===== src/rtl/gfx_line_arb.sv =====
// Round-robin arbiter sharing one Bresenham line engine between two
// line-command requesters; emits a valid/ready pixel stream.

module gfx_line #(
    parameter int XB = 10,
    parameter int YB = 9
) (
    input  logic          clk,
    input  logic          reset,
    input  logic          start,
    input  logic          enable,
    input  logic [XB-1:0] x0,
    input  logic [YB-1:0] y0,
    input  logic [XB-1:0] x1,
    input  logic [YB-1:0] y1,
    output logic [XB-1:0] x,
    output logic [YB-1:0] y,
    output logic          done
);
    localparam int EW = ((XB > YB) ? XB : YB) + 3;

    typedef enum logic [1:0] {E_IDLE, E_P1, E_P2, E_RUN} estate_t;

    estate_t              st;
    logic [XB-1:0]        xa, xe;
    logic [YB-1:0]        ya, ye;
    logic                 sx;
    logic signed [EW-1:0] dx, dy, err, e2, err_nx;
    logic                 xs, ys;

    always_comb begin
        e2     = err <<< 1;
        xs     = e2 > -dy;
        ys     = e2 < dx;
        err_nx = err;
        if (xs) err_nx = err_nx - dy;
        if (ys) err_nx = err_nx + dx;
    end

    always_ff @(posedge clk) begin
        if (reset) begin
            st   <= E_IDLE;
            done <= 1'b0;
            xa   <= '0;
            ya   <= '0;
            xe   <= '0;
            ye   <= '0;
            x    <= '0;
            y    <= '0;
            sx   <= 1'b0;
            dx   <= '0;
            dy   <= '0;
            err  <= '0;
        end else begin
            done <= 1'b0;
            unique case (st)
                E_IDLE: if (start) begin
                    // Walk top-to-bottom so y only ever increments.
                    if (y0 > y1) begin
                        xa <= x1; ya <= y1; xe <= x0; ye <= y0;
                    end else begin
                        xa <= x0; ya <= y0; xe <= x1; ye <= y1;
                    end
                    st <= E_P1;
                end
                E_P1: begin
                    sx <= (xe >= xa);
                    dx <= (xe >= xa) ? EW'(xe) - EW'(xa) : EW'(xa) - EW'(xe);
                    dy <= EW'(ye) - EW'(ya);
                    st <= E_P2;
                end
                E_P2: begin
                    err <= dx - dy;
                    x   <= xa;
                    y   <= ya;
                    st  <= E_RUN;
                end
                E_RUN: if (enable) begin
                    if (x == xe && y == ye) begin
                        done <= 1'b1;
                        st   <= E_IDLE;
                    end else begin
                        err <= err_nx;
                        if (xs) x <= sx ? x + XB'(1) : x - XB'(1);
                        if (ys) y <= y + YB'(1);
                    end
                end
                default: st <= E_IDLE;
            endcase
        end
    end
endmodule

module gfx_line_arb #(
    parameter int FB_WIDTH   = 640,
    parameter int FB_HEIGHT  = 480,
    parameter int COLOR_BITS = 12,
    parameter int FB_X_BITS  = $clog2(FB_WIDTH),
    parameter int FB_Y_BITS  = $clog2(FB_HEIGHT)
) (
    input  logic                  clk,
    input  logic                  reset,
    input  logic                  s0_valid,
    output logic                  s0_ready,
    input  logic [FB_X_BITS-1:0]  s0_x0,
    input  logic [FB_Y_BITS-1:0]  s0_y0,
    input  logic [FB_X_BITS-1:0]  s0_x1,
    input  logic [FB_Y_BITS-1:0]  s0_y1,
    input  logic [COLOR_BITS-1:0] s0_color,
    input  logic                  s1_valid,
    output logic                  s1_ready,
    input  logic [FB_X_BITS-1:0]  s1_x0,
    input  logic [FB_Y_BITS-1:0]  s1_y0,
    input  logic [FB_X_BITS-1:0]  s1_x1,
    input  logic [FB_Y_BITS-1:0]  s1_y1,
    input  logic [COLOR_BITS-1:0] s1_color,
    output logic                  pix_valid,
    input  logic                  pix_ready,
    output logic [FB_X_BITS-1:0]  pix_x,
    output logic [FB_Y_BITS-1:0]  pix_y,
    output logic [COLOR_BITS-1:0] pix_color,
    output logic                  pix_src,
    output logic                  pix_last,
    output logic                  busy
);
    typedef enum logic [2:0] {
        IDLE, START, INIT0, INIT1, DRAW, DRAIN
    } state_t;

    state_t                state;
    logic                  rr_ptr;
    logic                  gsel;
    logic [FB_X_BITS-1:0]  cmd_x0, cmd_x1, end_x;
    logic [FB_Y_BITS-1:0]  cmd_y0, cmd_y1, end_y;
    logic [COLOR_BITS-1:0] cmd_color;
    logic                  cmd_src;
    logic [FB_X_BITS-1:0]  sel_x0, sel_x1;
    logic [FB_Y_BITS-1:0]  sel_y0, sel_y1;
    logic [FB_X_BITS-1:0]  eng_x;
    logic [FB_Y_BITS-1:0]  eng_y;
    logic                  eng_start, eng_enable, eng_done;
    logic                  can_grant;

    assign gsel   = (s0_valid && s1_valid) ? rr_ptr : s1_valid;
    assign sel_x0 = gsel ? s1_x0 : s0_x0;
    assign sel_y0 = gsel ? s1_y0 : s0_y0;
    assign sel_x1 = gsel ? s1_x1 : s0_x1;
    assign sel_y1 = gsel ? s1_y1 : s0_y1;

    assign can_grant = (state == IDLE) && !reset;
    assign s0_ready  = can_grant && s0_valid && !gsel;
    assign s1_ready  = can_grant && s1_valid && gsel;

    assign eng_start  = (state == START);
    assign eng_enable = (state == DRAW) && pix_ready;

    assign pix_x     = eng_x;
    assign pix_y     = eng_y;
    assign pix_color = cmd_color;
    assign pix_src   = cmd_src;
    assign pix_last  = pix_valid && (eng_x == end_x) && (eng_y == end_y);
    assign busy      = (state != IDLE);

    gfx_line #(
        .XB(FB_X_BITS),
        .YB(FB_Y_BITS)
    ) u_line (
        .clk   (clk),
        .reset (reset),
        .start (eng_start),
        .enable(eng_enable),
        .x0    (cmd_x0),
        .y0    (cmd_y0),
        .x1    (cmd_x1),
        .y1    (cmd_y1),
        .x     (eng_x),
        .y     (eng_y),
        .done  (eng_done)
    );

    always_ff @(posedge clk) begin
        if (reset) begin
            state     <= IDLE;
            rr_ptr    <= 1'b0;
            pix_valid <= 1'b0;
            cmd_x0    <= '0;
            cmd_y0    <= '0;
            cmd_x1    <= '0;
            cmd_y1    <= '0;
            end_x     <= '0;
            end_y     <= '0;
            cmd_color <= '0;
            cmd_src   <= 1'b0;
        end else begin
            unique case (state)
                IDLE: if (s0_valid || s1_valid) begin
                    cmd_x0    <= sel_x0;
                    cmd_y0    <= sel_y0;
                    cmd_x1    <= sel_x1;
                    cmd_y1    <= sel_y1;
                    cmd_color <= gsel ? s1_color : s0_color;
                    cmd_src   <= gsel;
                    // The engine finishes on the lower endpoint.
                    end_x     <= (sel_y0 > sel_y1) ? sel_x0 : sel_x1;
                    end_y     <= (sel_y0 > sel_y1) ? sel_y0 : sel_y1;
                    rr_ptr    <= ~gsel;
                    state     <= START;
                end
                START: state <= INIT0;
                INIT0: state <= INIT1;
                INIT1: begin
                    pix_valid <= 1'b1;
                    state     <= DRAW;
                end
                DRAW: if (pix_ready && pix_last) begin
                    pix_valid <= 1'b0;
                    state     <= DRAIN;
                end
                DRAIN: if (eng_done) state <= IDLE;
                default: state <= IDLE;
            endcase
        end
    end

    a_done_in_drain: assert property (
        @(posedge clk) disable iff (reset)
        (state == DRAIN) |-> eng_done
    );
endmodule


===== config.mk =====
export PLATFORM = sky130hd
export DESIGN_NAME = gfx_line_arb
export DESIGN_NICKNAME = d
export VERILOG_FILES = /design/src/rtl/gfx_line_arb.sv
export SDC_FILE = /design/constraint.sdc
export NUM_CORES = 1
export LEC_CHECK = 0
export BUFFER_PORTS_ARGS = -buffer_cell sky130_fd_sc_hd__buf_2
export CAP_MARGIN = 30
export CORE_MARGIN = 1
export CORE_UTILIZATION = 54
export DETAILED_ROUTE_END_ITERATION = 8
export GPL_ROUTABILITY_DRIVEN = 0
export PLACE_DENSITY_LB_ADDON = 0.3
export SKIP_LAST_GASP = 1
export SYNTH_ARGS = -nofsm -noshare
export SYNTH_HDL_FRONTEND = slang
export SYNTH_HIERARCHICAL = 1
export SYNTH_SLANG_ARGS = --single-unit
export TNS_END_PERCENT = 20

===== constraint.sdc =====
create_clock -name clk -period 4.6 [get_ports clk]
set_clock_uncertainty 0.05 [all_clocks]
set_input_delay 0.46 -clock clk [delete_from_list [all_inputs] [get_ports clk]]
set_output_delay 0.46 -clock clk [all_outputs]
set_load 0.01 [all_outputs]

# --- Word level (Yosys, flattened, before mapping) ---
# Cells that the tools add are included.
word_totals:
  ff_bits: 175
  in_bits: 105
  output_inout_bits: 37
  elab_cells: 128
op_classes:
  addsub: 10
  n_lt_le_gt_ge: 5
  eq_ne: 21
  mux: 38
  bitwise: 3
  reduce_logical: 28
ops:
  columns: ["cell", "count"]
  rows:
  - ["10-bit two-way mux", 9]
  - ["9-bit two-way mux", 8]
  - ["13-bit two-way mux", 5]
  - ["13-bit one-hot mux with 2 select lines", 1]
  - ["13-bit subtractor", 2]
  - ["10-bit by 10-bit subtractor with 11-bit output", 2]
  - ["10-bit equality test", 2]
  - ["10-bit one-hot mux with 2 select lines", 1]
  - ["9-bit equality test", 2]
  - ["9-bit > comparator", 2]
  - ["3-bit one-hot mux with 6 select lines", 1]
  - ["9-bit one-hot mux with 2 select lines", 1]
  - ["13-bit adder", 1]
  - ["13-bit > comparator", 1]
  - ["13-bit < comparator", 1]
  - ["13-bit negator", 1]
  - ["12-bit two-way mux", 1]
  - ["2-bit by 1-bit inequality test with 1-bit output (second input constant)", 6]
  - ["1-bit logical AND", 11]
  - ["10-bit by 1-bit adder with 10-bit output (second input constant)", 1]
  - ["10-bit >= comparator", 1]
  - ["10-bit by 1-bit subtractor with 10-bit output (second input constant)", 1]
  - ["9-bit by 9-bit subtractor with 10-bit output", 1]
  - ["9-bit by 1-bit adder with 9-bit output (second input constant)", 1]
  - ["other kinds (22)", 42]

# --- Depth between registers and ports, before layout ---
logic_depth:
  word_depth: 8
  depth_mapped: 25
  mapped_depth_nobuf: 24

# --- Hierarchy ---
# Netlist, hierarchy kept.
by_module_without_submodules:
  columns: ["mod", "instances", "cells_each", "area_each_um2", "seq_area_each_um2"]
  rows:
  - ["gfx_line", 1, 1053, 8433.1, 1881.8]
  - ["gfx_line_arb", 1, 404, 3677.3, 1501.4]

# --- Least setup slack after synthesis ---
# OpenSTA, ideal clock, no wires.
synth_timing:
  path_kind: "reg2reg"
  from: "reg u_line.dy[2]"
  to: "reg u_line.err[11]"
  setup_time_ps: 59
  t_arrival_ps: 4835
  required_ps: 4491
  slack_ps: -344
  path_stages_with_launch: 24
  path_buffers: 1
  period_less_slack_ps: 4944
  cell_sequence: "dfxtp_1 -> nor4_1 -> nand2_1 -> nor3_1 -> xnor2_1 -> ha_1 -> nand4_1 -> nor2_1 -> a221oi_2 -> o21ai_1 -> mux2_4 -> buf_4 -> mux2i_1 -> inv_1 -> ha_1 -> a211oi_1 -> o211ai_1 -> a311oi_1 -> a21oi_1 -> xnor2_1 -> nor2_1 -> xnor3_1 -> a221oi_1 -> a31o_1"
synth_via:
  elab_chain_len: 8
  word_cells_on_any_way: 10
  cone_classes: "add/sub: 4; order compare: 1; mux: 5"
synth_rtl:
  columns: ["element", "line_no", "rtl"]
  rows:
  - ["start, declared", "28", "logic signed [EW-1:0] dx, dy, err, e2, err_nx;"]
  - ["start signal, assigned", "69", "dy <= EW'(ye) - EW'(ya);"]
  - ["13-bit negator", "33", "xs = e2 > -dy;"]
  - ["13-bit > comparator", "33", null]
  - ["13-bit two-way mux", "36", "if (xs) err_nx = err_nx - dy;"]
  - ["13-bit adder", "37", "if (ys) err_nx = err_nx + dx;"]
  - ["13-bit two-way mux", "37", null]
  - ["13-bit two-way mux", "79", "if (x == xe && y == ye) begin"]
  - ["13-bit two-way mux", "78", "E_RUN: if (enable) begin"]
  - ["13-bit one-hot mux with 2 select lines (*)", "56", "unique case (st)"]
  - ["end signal, assigned", "73", "err <= dx - dy;"]
  - ["end signal, assigned", "83", "err <= err_nx;"]
  - ["end, declared", "28", null]
# Every way passes the cells marked *; elsewhere a longest branch is shown, timed or not. The select of a mux whose other input is x is not followed.
# A chain may end at the register's enable or synchronous reset.

# --- Worst setup path after layout ---
# Same ends and word-level chain as after synthesis.

==> summary.txt <==
Flop pwr share: 19.0%
Antenna-violating nets left: 0
Sw Pwr: 5850 uW
Worst EP required: 4.93 ns
Global route overflow: 0
Comb pwr share: 68.8%
Worst Path Arrival: 4.97 ns
Num ports: 142
Failing checks: setup timing
Post-synth EDFFs: 0
Post-route clock period utilization: 101%
CTS H-Tree Depth: 4
Num Clock Sinks: 169
Initial DRC count: 765
Tmin final: 4.64 ns
Post-synth cell types: 84
Syn_area_per_cell: 8.31 um^2
Post-route setup slack: -0.0417 ns
Top_reg_cell synth: dfxtp_1
Most frequent cells in the layout: dfxtp_1, buf_2, nor2_1, nand2_1, ha_1
Crit end category: flip-flop
Register area share after synthesis: 27.9%
#FFs+latches synth: 169
Maxcap violations: 0
Status: finished with violations
Most common cell after layout, fill and taps aside: dfxtp_1
Worst setup path category: reg2reg
# hold bufs at CTS: 0
Antenna diode count: 0
Synth Instances: 1457
Core Box Area: 0.0219 mm^2
Worst Tran Pin Value: 0.921 ns
Pwr Total: 12300 uW
RR Startpoint: u_line/dy[2]
Initial Util: 55.3%
Ys async rst share: 0%
Max Fanout on Critical Path: 7
Slowest-stage cell, CP: mux2_4
GRT Total Usage: 29.0%
Vias: 11100
First-pass GRT wire length: 52.4 mm
Min-delay worst type: in2reg
Clock root buffer: clkbuf_16
Clock latency on the worst-skew pair: 0.43 ns
Clk slew on worst S/H paths: 0.08 ns
Post-layout net count: 1813
Clock power frac: 12.1%
Largest net degree at the start of global routing: 89
# DRC: 0
Net count after synthesis: 1688
Full die area: 0.0230 mm^2
Leakage: 0.00608 uW
Max IR drop VDD: 0.000438 V
Switching Share: 47.6%
RSZ-0062 raised after global routing: true
Area growth syn-to-layout: 15.3%
Num CTS Buffers: 17
Buffers on Ports: 141
Placed cells: 1841
Hold Path Depth: 2
Fmax: 215 MHz
Post-Syn Area: 0.0121 mm^2
WHS Endpoint: pix_color[10]
Die W: 152 um
Critical path launch point type: flip-flop
R2R Setup Slk: -0.04 ns
DR vias/cell: 5.91
PD cells: 879 mW/mm^2
Layout cells sized above 1: 17.7%
Crit path largest cell delay: 0.39 ns
Fin cells: 1875
Reg2reg end: u_line/err[11]
Worst path bufs/invs: 1
Placed wire-length estimate: 24.8 mm
# rows: 54
Final setup vio count: 3
DR WL/cell: 17.5 um
Max Slew Vio Count: 0
Leading area contributor after synthesis: dfxtp_1
Clock buffer depth: 2
Ys Warns: 6
Number of global-route vias before repair: 10400
Min-delay src: s1_color[10]
Hold Vio Cnt, Final: 0
Main area contributors after synthesis: dfxtp_1, ha_1, mux2i_1
Number of detailed-route iterations in the first pass: 5
Fill cell count: 1873
Die extent in y: 152 um
Initial antenna violation count: 0
Area share of the largest cell type after synthesis: 27.9%
Final wirelength: 32.7 mm
CTS tree: yes
Worst slew margin: 38.5%
CP cell instances: nor4_4, buf_4, nand3_2, xnor2_1, ha_1, nand4_1, nor2_1, a221oi_2, o21ai_1, mux2_4, mux2_4, ha_4, a211oi_4, o211ai_1, a311oi_2, a21oi_1, xnor2_1, nor2_1, xnor3_1, a221oi_2, a31o_1
P_int: 6430 uW
CP delay by family, top: compound AO/OA/AOI/OAI gates
R2R depth: 21
Sum of negative setup slack: -0.0581 ns
## kinds of logic after synthesis
kind of cell    count (synthesis)  synth area share, %
compound gates                401                 22.4
xor+xnor                       90                 6.62
fa+ha+maj                     126                 13.5
buf+inv                       176                 5.94
flops                         169                 27.9
mux                           101                 8.47
simple gates                  394                 15.1
## cells in the mapped netlist (8+ instances only)
| master | instances |
|---|---|
| nor3_1 | 29 |
| dfxtp_1 | 169 |
| o22ai_1 | 8 |
| mux2i_1 | 92 |
| o21a_1 | 9 |
| nand3_1 | 32 |
| nor2b_1 | 16 |
| nand4_1 | 15 |
| nand2_1 | 115 |
| o221ai_2 | 10 |
| clkbuf_1 | 40 |
| ha_1 | 119 |
| nor2_1 | 127 |
| inv_1 | 103 |
| a211oi_1 | 69 |
| nand2b_1 | 11 |
| mux2_2 | 8 |
| a31oi_1 | 16 |
| a21o_1 | 23 |
| xor2_1 | 29 |
| o221ai_1 | 10 |
| xnor2_1 | 60 |
| a21oi_1 | 102 |
| o211ai_1 | 10 |
| buf_2 | 20 |
| o21ai_0 | 78 |
## worst register-to-register path: cells and delay by family, from the launching register on
| kind | cells | cell delay, ns |
|---|---|---|
| flip-flops | 1 | 0.33 |
| multiplexers | 2 | 0.74 |
| XOR/XNOR | 3 | 0.51 |
| adder cells (fa/ha/maj) | 2 | 0.47 |
| buffers and inverters | 1 | 0.18 |
| AND/OR/NAND/NOR | 5 | 0.71 |
| AO/OA/AOI/OAI | 8 | 1.58 |
## power by group through the flow
stage,Clock [uW],Sequential [uW],Combinational (uW)
floorplan,0,2190,6220
finish,1490,2330,8450
global placement,0,2320,7750
detailed placement,0,2340,7960
global route,1580,2380,9300
CTS,1510,2310,8210
## how the worst max path moves through the flow
| stage | from | end | slack [ns] | cells past startpoint |
|---|---|---|---|---|
| 6_report | u_line/dy[2] | u_line/err[11] | -0.04 | 21 |
| 3_3_place_gp | u_line/dy[2] | u_line/err[11] | 0.04 | 22 |
| 3_5_place_dp | u_line/dy[2] | u_line/err[11] | -0.18 | 22 |
| 2_1_floorplan | u_line/dy[2] | u_line/err[11] | 0.01 | 23 |
| 5_1_grt | u_line/dy[2] | u_line/err[11] | -0.22 | 21 |
| 4_1_cts | u_line/dy[5] | u_line/err[11] | -0.04 | 21 |
## registers in the layout (all words and copies together) (netlist names), 10 cells and up
signal and cells:
u_line/xa 10, u_line/xe 10, pix_color 12, u_line/x 10, u_line/err 12, cmd_x1 10, end_x 10, u_line/dx 11
u_line/dy 10, cmd_x0 10
## per-stage QoR
stage          hold slack (ns)  util (%)  setup WS [ns]  area (um^2)
6_report                 0.168      63.8        -0.0417        14000
5_1_grt                  0.155      63.8         -0.221        14000
3_5_place_dp             0.389      60.3         -0.178        13200
4_1_cts                  0.158      63.5        -0.0400        13900
3_3_place_gp             0.384      60.2         0.0433        13200
2_1_floorplan            0.403         -         0.0128        12100
## layout make-up
cell class / count / area, um^2 / area share, %
multi-input cells: 1112 / 8210 / 58.8
flip-flops and latches: 169 / 3390 / 24.3
repair buffers: 177 / 998 / 7.15
clock buffers: 17 / 425 / 3.05
inverters: 105 / 398 / 2.85
well taps: 280 / 350 / 2.51
clock inverters: 15 / 195 / 1.40
## per-layer routing
| layer | GRT usage [%] | share of wire (%) | routed length, um | vias to the layer above |
|---|---|---|---|---|
| met5 | 0 | 0 | 0 | - |
| met2 | 49.7 | 47 | 15500 | 397 |
| met1 | 36.3 | 44 | 14400 | 5114 |
| li1 | - | - | - | 5500 |
| met3 | 4.37 | 5.7 | 1870 | 63 |
| met4 | 11.7 | 3.1 | 1020 | 0 |
## what timing repair did
action / 4_1_cts / 5_1_grt
setup endpoints to repair: 3 / 5
pin swaps: 7 / 7
gates resized for setup: 17 / 13
hold endpoints to repair: 0 / 0
buffers inserted: 2 / 0
(Power assumes the default switching activity.)
